### config.mk
export PLATFORM = sky130hd
export DESIGN_NAME = division_iter
export DESIGN_NICKNAME = d
export VERILOG_FILES = /design/src/rtl/division_iter.sv
export SDC_FILE = /design/constraint.sdc
export NUM_CORES = 1
export LEC_CHECK = 0
export CAP_MARGIN = 40
export CORE_MARGIN = 2
export CORE_UTILIZATION = 25
export DETAILED_ROUTE_END_ITERATION = 8
export HOLD_SLACK_MARGIN = 0.02
export PLACE_DENSITY = 0.44
export SYNTH_ARGS = -nofsm -noshare
export SYNTH_HDL_FRONTEND = slang
export SYNTH_SLANG_ARGS = --single-unit
### constraint.sdc
create_clock -name clk -period 2.9 [get_ports clk]
set_input_delay 0.58 -clock clk [delete_from_list [all_inputs] [get_ports clk]]
set_output_delay 0.58 -clock clk [all_outputs]
set_load 0.02 [all_outputs]
### src/rtl/division_iter.sv
// division_iter: parametrised restoring divider, one quotient bit per clock.
// Signed or unsigned per request, divide-by-zero flagged, fixed latency of
// WIDTH+2 cycles per result with a start/busy/done handshake.
module division_iter #(
    parameter int WIDTH = 8
) (
    input  logic             clk,
    input  logic             rst_n,
    input  logic             start,
    input  logic             signed_mode,
    input  logic [WIDTH-1:0] dividend,
    input  logic [WIDTH-1:0] divisor,
    output logic             busy,
    output logic             done,
    output logic             div_by_zero,
    output logic [WIDTH-1:0] quotient,
    output logic [WIDTH-1:0] remainder
);

    localparam int CW = $clog2(WIDTH + 1);
    localparam logic [WIDTH-1:0] ONE = WIDTH'(1);

    typedef enum logic [1:0] {IDLE, CALC, FIX} state_t;

    state_t           state;
    logic             sm_r;        // signed mode captured with start
    logic             neg_dvd;     // dividend was negative (signed mode only)
    logic             neg_dvs;     // divisor was negative (signed mode only)
    logic             zero_dvs;    // divisor was zero
    logic [WIDTH-1:0] dvd_raw;     // original dividend, returned on divide-by-zero
    logic [WIDTH-1:0] dvs_mag;     // divisor magnitude
    logic [WIDTH-1:0] quo;         // dividend bits shift out, quotient bits shift in
    logic [WIDTH:0]   rem;         // partial remainder
    logic [CW-1:0]    cnt;         // iterations left

    logic [WIDTH:0]   shifted;
    logic [WIDTH+1:0] trial;

    // Two's-complement negation; the most-negative value maps onto its
    // own bit pattern, which read unsigned is exactly 2^(WIDTH-1).
    function automatic logic [WIDTH-1:0] negate(input logic [WIDTH-1:0] x);
        return ~x + ONE;
    endfunction

    function automatic logic [WIDTH-1:0] cond_negate(input logic [WIDTH-1:0] x,
                                                     input logic en);
        return en ? negate(x) : x;
    endfunction

    // Shift in the next dividend bit and trial-subtract the divisor magnitude;
    // the extra top bit of trial is the borrow (negative result).
    always_comb begin
        shifted = {rem[WIDTH-1:0], quo[WIDTH-1]};
        trial   = {1'b0, shifted} - {2'b00, dvs_mag};
    end

    // Control FSM, iteration datapath and registered result outputs.
    always_ff @(posedge clk) begin
        if (!rst_n) begin
            state       <= IDLE;
            busy        <= 1'b0;
            done        <= 1'b0;
            div_by_zero <= 1'b0;
            quotient    <= '0;
            remainder   <= '0;
            sm_r        <= 1'b0;
            neg_dvd     <= 1'b0;
            neg_dvs     <= 1'b0;
            zero_dvs    <= 1'b0;
            dvd_raw     <= '0;
            dvs_mag     <= '0;
            quo         <= '0;
            rem         <= '0;
            cnt         <= '0;
        end else begin
            done <= 1'b0;
            case (state)
                IDLE: begin
                    if (start) begin
                        sm_r     <= signed_mode;
                        neg_dvd  <= signed_mode & dividend[WIDTH-1];
                        neg_dvs  <= signed_mode & divisor[WIDTH-1];
                        zero_dvs <= (divisor == '0);
                        dvd_raw  <= dividend;
                        quo      <= cond_negate(dividend, signed_mode & dividend[WIDTH-1]);
                        dvs_mag  <= cond_negate(divisor, signed_mode & divisor[WIDTH-1]);
                        rem      <= '0;
                        cnt      <= CW'(WIDTH);
                        busy     <= 1'b1;
                        state    <= CALC;
                    end
                end
                CALC: begin
                    // Borrow set: restore (keep shifted value), quotient bit 0.
                    rem <= trial[WIDTH+1] ? shifted : trial[WIDTH:0];
                    quo <= {quo[WIDTH-2:0], ~trial[WIDTH+1]};
                    cnt <= cnt - CW'(1);
                    if (cnt == CW'(1)) begin
                        state <= FIX;
                    end
                end
                FIX: begin
                    if (zero_dvs) begin
                        quotient    <= '1;
                        remainder   <= dvd_raw;
                        div_by_zero <= 1'b1;
                    end else begin
                        // Truncating division: remainder follows the dividend sign.
                        quotient    <= cond_negate(quo, sm_r & (neg_dvd ^ neg_dvs));
                        remainder   <= cond_negate(rem[WIDTH-1:0], sm_r & neg_dvd);
                        div_by_zero <= 1'b0;
                    end
                    done  <= 1'b1;
                    busy  <= 1'b0;
                    state <= IDLE;
                end
                default: begin
                    state <= IDLE;
                    busy  <= 1'b0;
                end
            endcase
        end
    end

endmodule

**After elaboration in Yosys (flattened, before gate mapping)**

Index checks and enable logic that the tools add are counted.

- Register bits: 61
- Output and inout bits: 19
- Bits of input ports: 20
- Word-level logic and storage cells: 64

- Reduce and logical (&&, ||, !) cells: 7
- Multiplexer cells: 20
- Eq/ne operators: 5
- Add/subtract/negate cells: 6
- Bitwise logic cells: 11

Operators by type and width:

| kind | number |
|---|---|
| 8-bit 2-to-1 mux | 9 |
| 8-bit by 1-bit adder with 8-bit output, second input constant | 4 |
| 8-bit inverter | 4 |
| 8-bit one-hot mux with 2 select lines | 2 |
| 9-bit by 8-bit subtractor with 10-bit output | 1 |
| 8-bit logical NOT | 1 |
| 4-bit one-hot mux with 2 select lines | 1 |
| 2-bit AND reduction | 4 |
| 1-bit bitwise AND | 4 |
| 4-bit by 1-bit == test with 1-bit output, second input constant | 1 |
| 2-bit 2-to-1 mux | 2 |
| 4-bit 2-to-1 mux | 1 |
| 2-bit inequality test, second input constant | 2 |
| 2-bit one-hot mux with 2 select lines | 1 |
| 4-bit by 1-bit subtractor with 4-bit output, second input constant | 1 |
| 1-bit 2-to-1 mux | 3 |
| 2-bit by 1-bit == test with 1-bit output, second input constant | 1 |
| 2-bit == test, second input constant | 1 |
| 2-bit logical NOT | 1 |
| 1-bit inverter | 2 |
| 1-bit one-hot mux with 2 select lines | 1 |
| 2-bit nonzero test | 1 |
| 1-bit XOR | 1 |

**Depth between registers and ports, before layout**

Gate-level depths: netlist (run 1).

- Depth after elaboration: 5
- Depth in mapped cells: 9

**Worst setup path before layout (run 1)**

Ideal clock, no wire load.

- Path type: flip-flop to flip-flop
- Start: reg quo[7]
- End: reg rem[6]
- Slack: 1057 ps
- Stages on the path, launching flop included: 10
- Period minus slack after synthesis: 1843 ps
- Data arrival time: 1728 ps
- Setup time: 116 ps
- Buffers on the path: 0
- Cell sequence: dfxtp_1 -> inv_1 -> ha_1 -> inv_1 -> fa_1 -> a211oi_1 -> o21bai_1 -> a21oi_1 -> xnor2_1 -> a31o_1

- Word-level cells in the longest chain between the ends: 3

Ends and longest elaborated chain:

| element | RTL line | RTL |
|---|---|---|
| start, declared | 32 | `logic [WIDTH-1:0] quo;` |
| start signal, assigned | 85 | `quo <= cond_negate(dividend, signed_mode & dividend[WIDTH-1]);` |
| start signal, assigned | 96 | `quo <= {quo[WIDTH-2:0], ~trial[WIDTH+1]};` |
| 9-bit by 8-bit subtractor with 10-bit output | 54 | `trial = {1'b0, shifted} - {2'b00, dvs_mag};` |
| 8-bit 2-to-1 mux | 95 | `rem <= trial[WIDTH+1] ? shifted : trial[WIDTH:0];` |
| 8-bit one-hot mux with 2 select lines | 77 | `case (state)` |
| end signal, assigned | 95 |  |
| end, declared | 33 | `logic [WIDTH:0] rem;` |

Every way passes these cells.
A chain may end at the register's enable or synchronous reset.

**Worst setup path after layout (run 1)**

Ends and elaborated chain as after synthesis.

==> results.ini, run 1 <==
[clock_network]
clk_pin_slew_worst_paths_ns = 0.05
postCtsSetupRepairBufs = 0
holdBufCountCts = 0
cts_resized = 0
cts-root-buf = clkbuf_16
htreeDepth = 3
cts_tree = done
clock-sinks = 61
cts_inserted_buffers = 9
ctsLongestPathBuffers = 2
clock_latency_ns = 0.32

[job]
drv_cap = 0

[placed_design]
postPlaceCellArea_mm2 = 0.003864
routabilityCongestion = 0.7883
hpwl_um = 6422
preCtsSetupSlack_ns = 0.5083
portBuffers = 38

[outcome]
status = finished, final reports clean

[die]
start_util_pct = 25.82
core_mm2 = 0.01277
fp-row-count = 41
die_h_um = 118.9
die_w_um = 118.9
num_io_pins = 39
die_area_mm2 = 0.01413

[global_route]
grt_pass1_wl_um = 14190
grt_pass1_vias = 2698
antenna_found_initial = 0
grt_max_degree = 44
grt_usage_pct = 12.63
grt_overflow_total = 0

[power_and_ir_drop]
powerDensity_mw_per_mm2 = 601.5
p_leak_nw = 1.542
ir_worst_vdd_v = 0.0002889

[final_layout]
final_common_cell = dfxtp_1
multiInputGateArea_mm2 = 0.001916
seq_area_mm2 = 0.001221
final_cell_mix = dfxtp_1, nand2_1, nor2_1
syn2layout_area_growth_pct = 26.25
drive_gt1_share_pct = 7.556
post-route-util_pct = 32.60
diodes = 0
fill_cells = 1345
fin_nets = 481
final_area_mm2 = 0.004164

[timing]
tns_ns = 0
fin_crit_ns = 2.137
rsz0062_at_grt = false
tightest_slew_ns = 0.6819
setup_viol = 0
timing.fmax_mhz = 467.9
slew_violations = 0
slew-limit-headroom_pct = 54.47
fin_skew_ns = 0.006713
fin_ws_ns = 0.7629
hold_viol_final = 0
post-route-period-util_pct = 73.69

[worst_setup_path]
critPathKind = flip-flop to flip-flop
path_cells = inv_1 -> ha_1 -> inv_1 -> fa_1 -> a211oi_1 -> o21bai_1 -> a21oi_1 -> xnor2_1 -> a31o_1
start_kind = flip-flop
required_ns = 3.11
max_stage_delay_ns = 0.40
crit_slowest_cell = fa_1
critPathMaxFanout = 4
rrSetupSlack_ns = 0.76
path_delay_family = compound AO/OA/AOI/OAI gates
crit_buf_inv = 2
crit_arrival_ns = 2.35
worst_setup_path_end_kind = flip-flop
crit_top_cell = inv_1

[detailed_routing]
vias_per_cell = 4.690
vias = 2917
first_pass_iters = 7
wl_per_cell_um = 14.01
drtIter0Drc = 198
antenna_left = 0
routed_wl_um = 8713
drc_errors = 0

[synth]
synth.distinct_cells = 56
synth_top_flop_cell = dfxtp_1
syn_area_mm2 = 0.003298
synth-seq-cells = 61
synth_edf_count = 0
synth-warning-count = 0
async_reset_ff_share_pct = 0
syn_inst = 410
syn-num-nets = 445
avgSynthCellArea_um2 = 8.044
ys_seq_area_share_pct = 37.03

[min_path]
worst_hold_path_type = flip-flop to flip-flop

[per-layer routing]
| metal | track usage [%] | vias to the layer above | wire (µm) |
|---|---|---|---|
| met5 | 0 | - | 0 |
| met4 | 4.464 | 0 | 81 |
| met3 | 2.395 | 5 | 314 |
| met2 | 19.72 | 60 | 3950 |
| met1 | 17.37 | 1339 | 4366 |
| li1 | - | 1513 | - |
[metrics by stage]
step,instances,hold slack [ns],power [mW]
after floorplan,410,0.4360,1.313
after global placement,607,0.4458,1.444
after detailed placement,607,0.4491,1.447
after CTS,622,0.4571,2.538
after global routing,622,0.4756,2.631
final,622,0.4541,2.505
[flip-flops by register name (all words and copies together) (netlist names)]
| register | flops |
|---|---|
| neg_dvs | 1 |
| remainder | 8 |
| done | 1 |
| quo | 8 |
| div_by_zero | 1 |
| dvd_raw | 8 |
| state | 2 |
| dvs_mag | 8 |
| zero_dvs | 1 |
| sm_r | 1 |
| busy | 1 |
| rem | 8 |
| cnt | 4 |
| quotient | 8 |
| neg_dvd | 1 |
[cells by family after synthesis]
kind of cell	Yosys count	share of synthesized area, %
AO/OA/AOI/OAI	108	21.70
XOR/XNOR	24	6.601
adder cells (fa/ha/maj)	15	5.918
buffers and inverters	42	5.083
flip-flops	61	37.03
multiplexers	9	2.769
AND/OR/NAND/NOR	151	20.90
[final cells by class]
cell class,instances,area share [%]
Multi-Input combinational cell,307,46.00
Clock buffer,11,6.070
Inverter,23,2.073
Tap cell,172,5.168
Sequential cell,61,29.33
Clock inverter,4,1.142
Timing Repair Buffer,44,10.22
[Yosys cell counts, drive strengths merged (5+ instances only)]
cell type   n  area share (%)
ha         14             5.3
a31oi       8             1.5
xor2       15             4.2
a211oi      6             1.4
o21ai      23             3.5
nand2b      5            0.95
clkbuf     12             1.4
a21oi      36             5.5
a311oi      5             1.3
nor2       44             5.0
a222oi      6             1.8
buf         7             1.1
dfxtp      61              37
nand2      61             7.0
nand3      11             1.7
xnor2       9             2.4
mux2i       8             2.4
inv        23             2.6
nor3       13             2.3
[path summary, 6_finish.rpt]
kind         depth (start not counted)      endpoint         start
min                                  2  remainder[2]  remainder[2]
min reg2reg                          2  remainder[2]  remainder[2]
max reg2reg                          9        rem[6]        quo[7]
max                                  9        rem[6]        quo[7]
[tightest hold or removal path, cell delays in order (launching register included)]
cell and delay [ns]:
dfxtp_1 0.30, nand2_1 0.05, a21oi_1 0.05
[power breakdown]
group / internal, mW / total, mW / switching (mW)
Clock: 0.704 / 1.07 / 0.371
Sequential: 0.887 / 0.945 / 0.0578
Combinational: 0.212 / 0.485 / 0.273
(Power assumes the default switching activity.)
==> run 2: changes to the inputs <==
==> constraint.sdc (replaced) <==
create_clock -name clk -period 2.1 [get_ports clk]
set_input_delay 0.42 -clock clk [delete_from_list [all_inputs] [get_ports clk]]
set_output_delay 0.42 -clock clk [all_outputs]
set_load 0.02 [all_outputs]
==> run 2 against run 1 <==
Compared with the run above:
- clock power increased by 45%
- non-clock buffer count increased by 24
- combinational power increased by 55%
- utilization increased by 1.6 points
- sequential power increased by 35%
- hold slack got worse by 0.0030 ns
- worst setup slack got worse by 0.61 ns
- largest power group unchanged
- critical path depth decreased by 2
- routed wire length increased by 4.6%
- total power increased by 43%
- critical endpoint is now quo[0]
==> results.ini, run 2 (synthesized netlist as in run 1, its figures left out) <==
[outcome]
status = finished, final reports clean

[worst_setup_path]
rrSetupSlack_ns = 0.15
start_kind = flip-flop
crit_buf_inv = 1
critPathKind = flip-flop to flip-flop
r2r_end = quo[0]
path_delay_family = compound AO/OA/AOI/OAI gates
reg2reg_depth = 7
worst_setup_path_end_kind = flip-flop
critPathMaxFanout = 12
r2r-start = dvs_mag[6]
max_stage_delay_ns = 0.37
path_cells = inv_1 -> ha_1 -> a21oi_1 -> o221ai_1 -> a21o_2 -> a221oi_1 -> nor2_1
crit_arrival_ns = 2.15
crit_slowest_cell = ha_1
critical_path.startpoint = dvs_mag[6]
required_ns = 2.30

[placed_design]
placedCellCount = 631
portBuffers = 38
preCtsSetupSlack_ns = 0.01573
hpwl_um = 6845
routabilityCongestion = 0.8253

[detailed_routing]
routed_wl_um = 9112
antenna_left = 0
drtIter0Drc = 194
vias = 3028
first_pass_iters = 5
vias_per_cell = 4.680
drc_errors = 0
wl_per_cell_um = 14.08

[final_layout]
drive_gt1_share_pct = 12.21
final_cell_count_no_fill = 647
multiInputGateArea_mm2 = 0.001917
diodes = 0
syn2layout_area_growth_pct = 32.36
final_cell_mix = dfxtp_1, nand2_1, nor2_1
fin_nets = 505
post-route-util_pct = 34.18
seq_area_mm2 = 0.001221
fill_cells = 1344
final_common_cell = dfxtp_1

[clock_network]
cts_resized = 0
clock-sinks = 61
ctsLongestPathBuffers = 2
holdBufCountCts = 0
cts_tree = done
cts_inserted_buffers = 9
postCtsSetupRepairBufs = 0
clock_latency_ns = 0.33
htreeDepth = 3
clk_pin_slew_worst_paths_ns = 0.05
cts-root-buf = clkbuf_16

[global_route]
grt_max_degree = 44
grt_overflow_total = 0
grt_usage_pct = 13.52
grt_pass1_wl_um = 14990
antenna_found_initial = 0
grt_pass1_vias = 2861

[timing]
fin_skew_ns = 0.008364
rsz0062_at_grt = false
tns_ns = 0
fin_crit_ns = 1.951
timing.fmax_mhz = 512.5
post-route-period-util_pct = 92.92
slew-limit-headroom_pct = 53.52
slew_violations = 0
fin_ws_ns = 0.1487
setup_viol = 0
tightest_slew_ns = 0.6962
hold_viol_final = 0

[die]
die_h_um = 118.9
die_w_um = 118.9
start_util_pct = 25.82
die_area_mm2 = 0.01413
num_io_pins = 39
fp-row-count = 41
core_mm2 = 0.01277

[power_and_ir_drop]
p_leak_nw = 1.672
ir_worst_vdd_v = 0.0004023
powerDensity_mw_per_mm2 = 822.2
p_total_mw = 3.589

[min_path]
whs_path_depth = 2
min_to = remainder[2]
min-delay-start = remainder[2]
worst_hold_path_type = flip-flop to flip-flop

[job]
drv_cap = 0

==> run 2: cell count changes in the layout (fill, tap and decap cells not counted), sizes merged <==
| cell | change |
|---|---|
| bufinv | +1 |
| buf | +24 |
| clkinvlp | -1 |
| clkinv | +1 |
==> run 2: metal layers <==
metal / wire [µm] / global-route usage (%) / vias to the layer above
li1: - / - / 1566
met1: 4526 / 18.62 / 1392
met2: 4108 / 20.91 / 62
met3: 358 / 2.682 / 8
met4: 118 / 4.911 / 0
met5: 0 / 0 / -
==> run 2: tightest hold or removal path, stage by stage, from the launching register on <==
cell and delay [ns]:
dfxtp_1 0.30, nand2_1 0.05, a21oi_1 0.05
==> run 2: cell type report <==
cell class              instances  area share, %
clock inverters                 5          1.720
inverters                      23          1.978
flip-flops and latches         61          27.97
repair buffers                 68          14.16
clock buffers                  11          5.331
multi-input cells             307          43.91
well taps                     172          4.930
==> run 2: through the flow <==
stage               cell area (µm²)  hold slack, ns
floorplan                      3298          0.4360
global placement               4056          0.4430
detailed placement             4056          0.4465
CTS                            4364          0.4535
global route                   4365          0.4673
finish                         4365          0.4511
==> run 2: worst max path at each step <==
stage	endpoint	slack, ns	cells past startpoint
2_1_floorplan	rem[6]	0.26	9
3_3_place_gp	quo[6]	0.02	6
3_5_place_dp	quo[6]	0.02	6
4_1_cts	rem[0]	0.04	7
5_1_grt	quo[0]	0.03	7
6_report	quo[0]	0.15	7
==> run 2: where the power goes <==
part           leakage [nW]  internal [mW]  switching (mW)
combinational          1.02          0.339           0.413
clock                 0.153           1.03           0.522
sequential            0.497           1.23          0.0584
total                  1.67           2.60           0.993
==> run 3: changes to the inputs <==
--- a/config.mk
+++ b/config.mk
@@ -11,6 +11,7 @@
 export DETAILED_ROUTE_END_ITERATION = 8
 export HOLD_SLACK_MARGIN = 0.02
 export PLACE_DENSITY = 0.44
+export SLEW_MARGIN = 20
 export SYNTH_ARGS = -nofsm -noshare
 export SYNTH_HDL_FRONTEND = slang
 export SYNTH_SLANG_ARGS = --single-unit
==> results of run 3 <==
No change in the layout: final DEF, timing and power equal those of run 2.
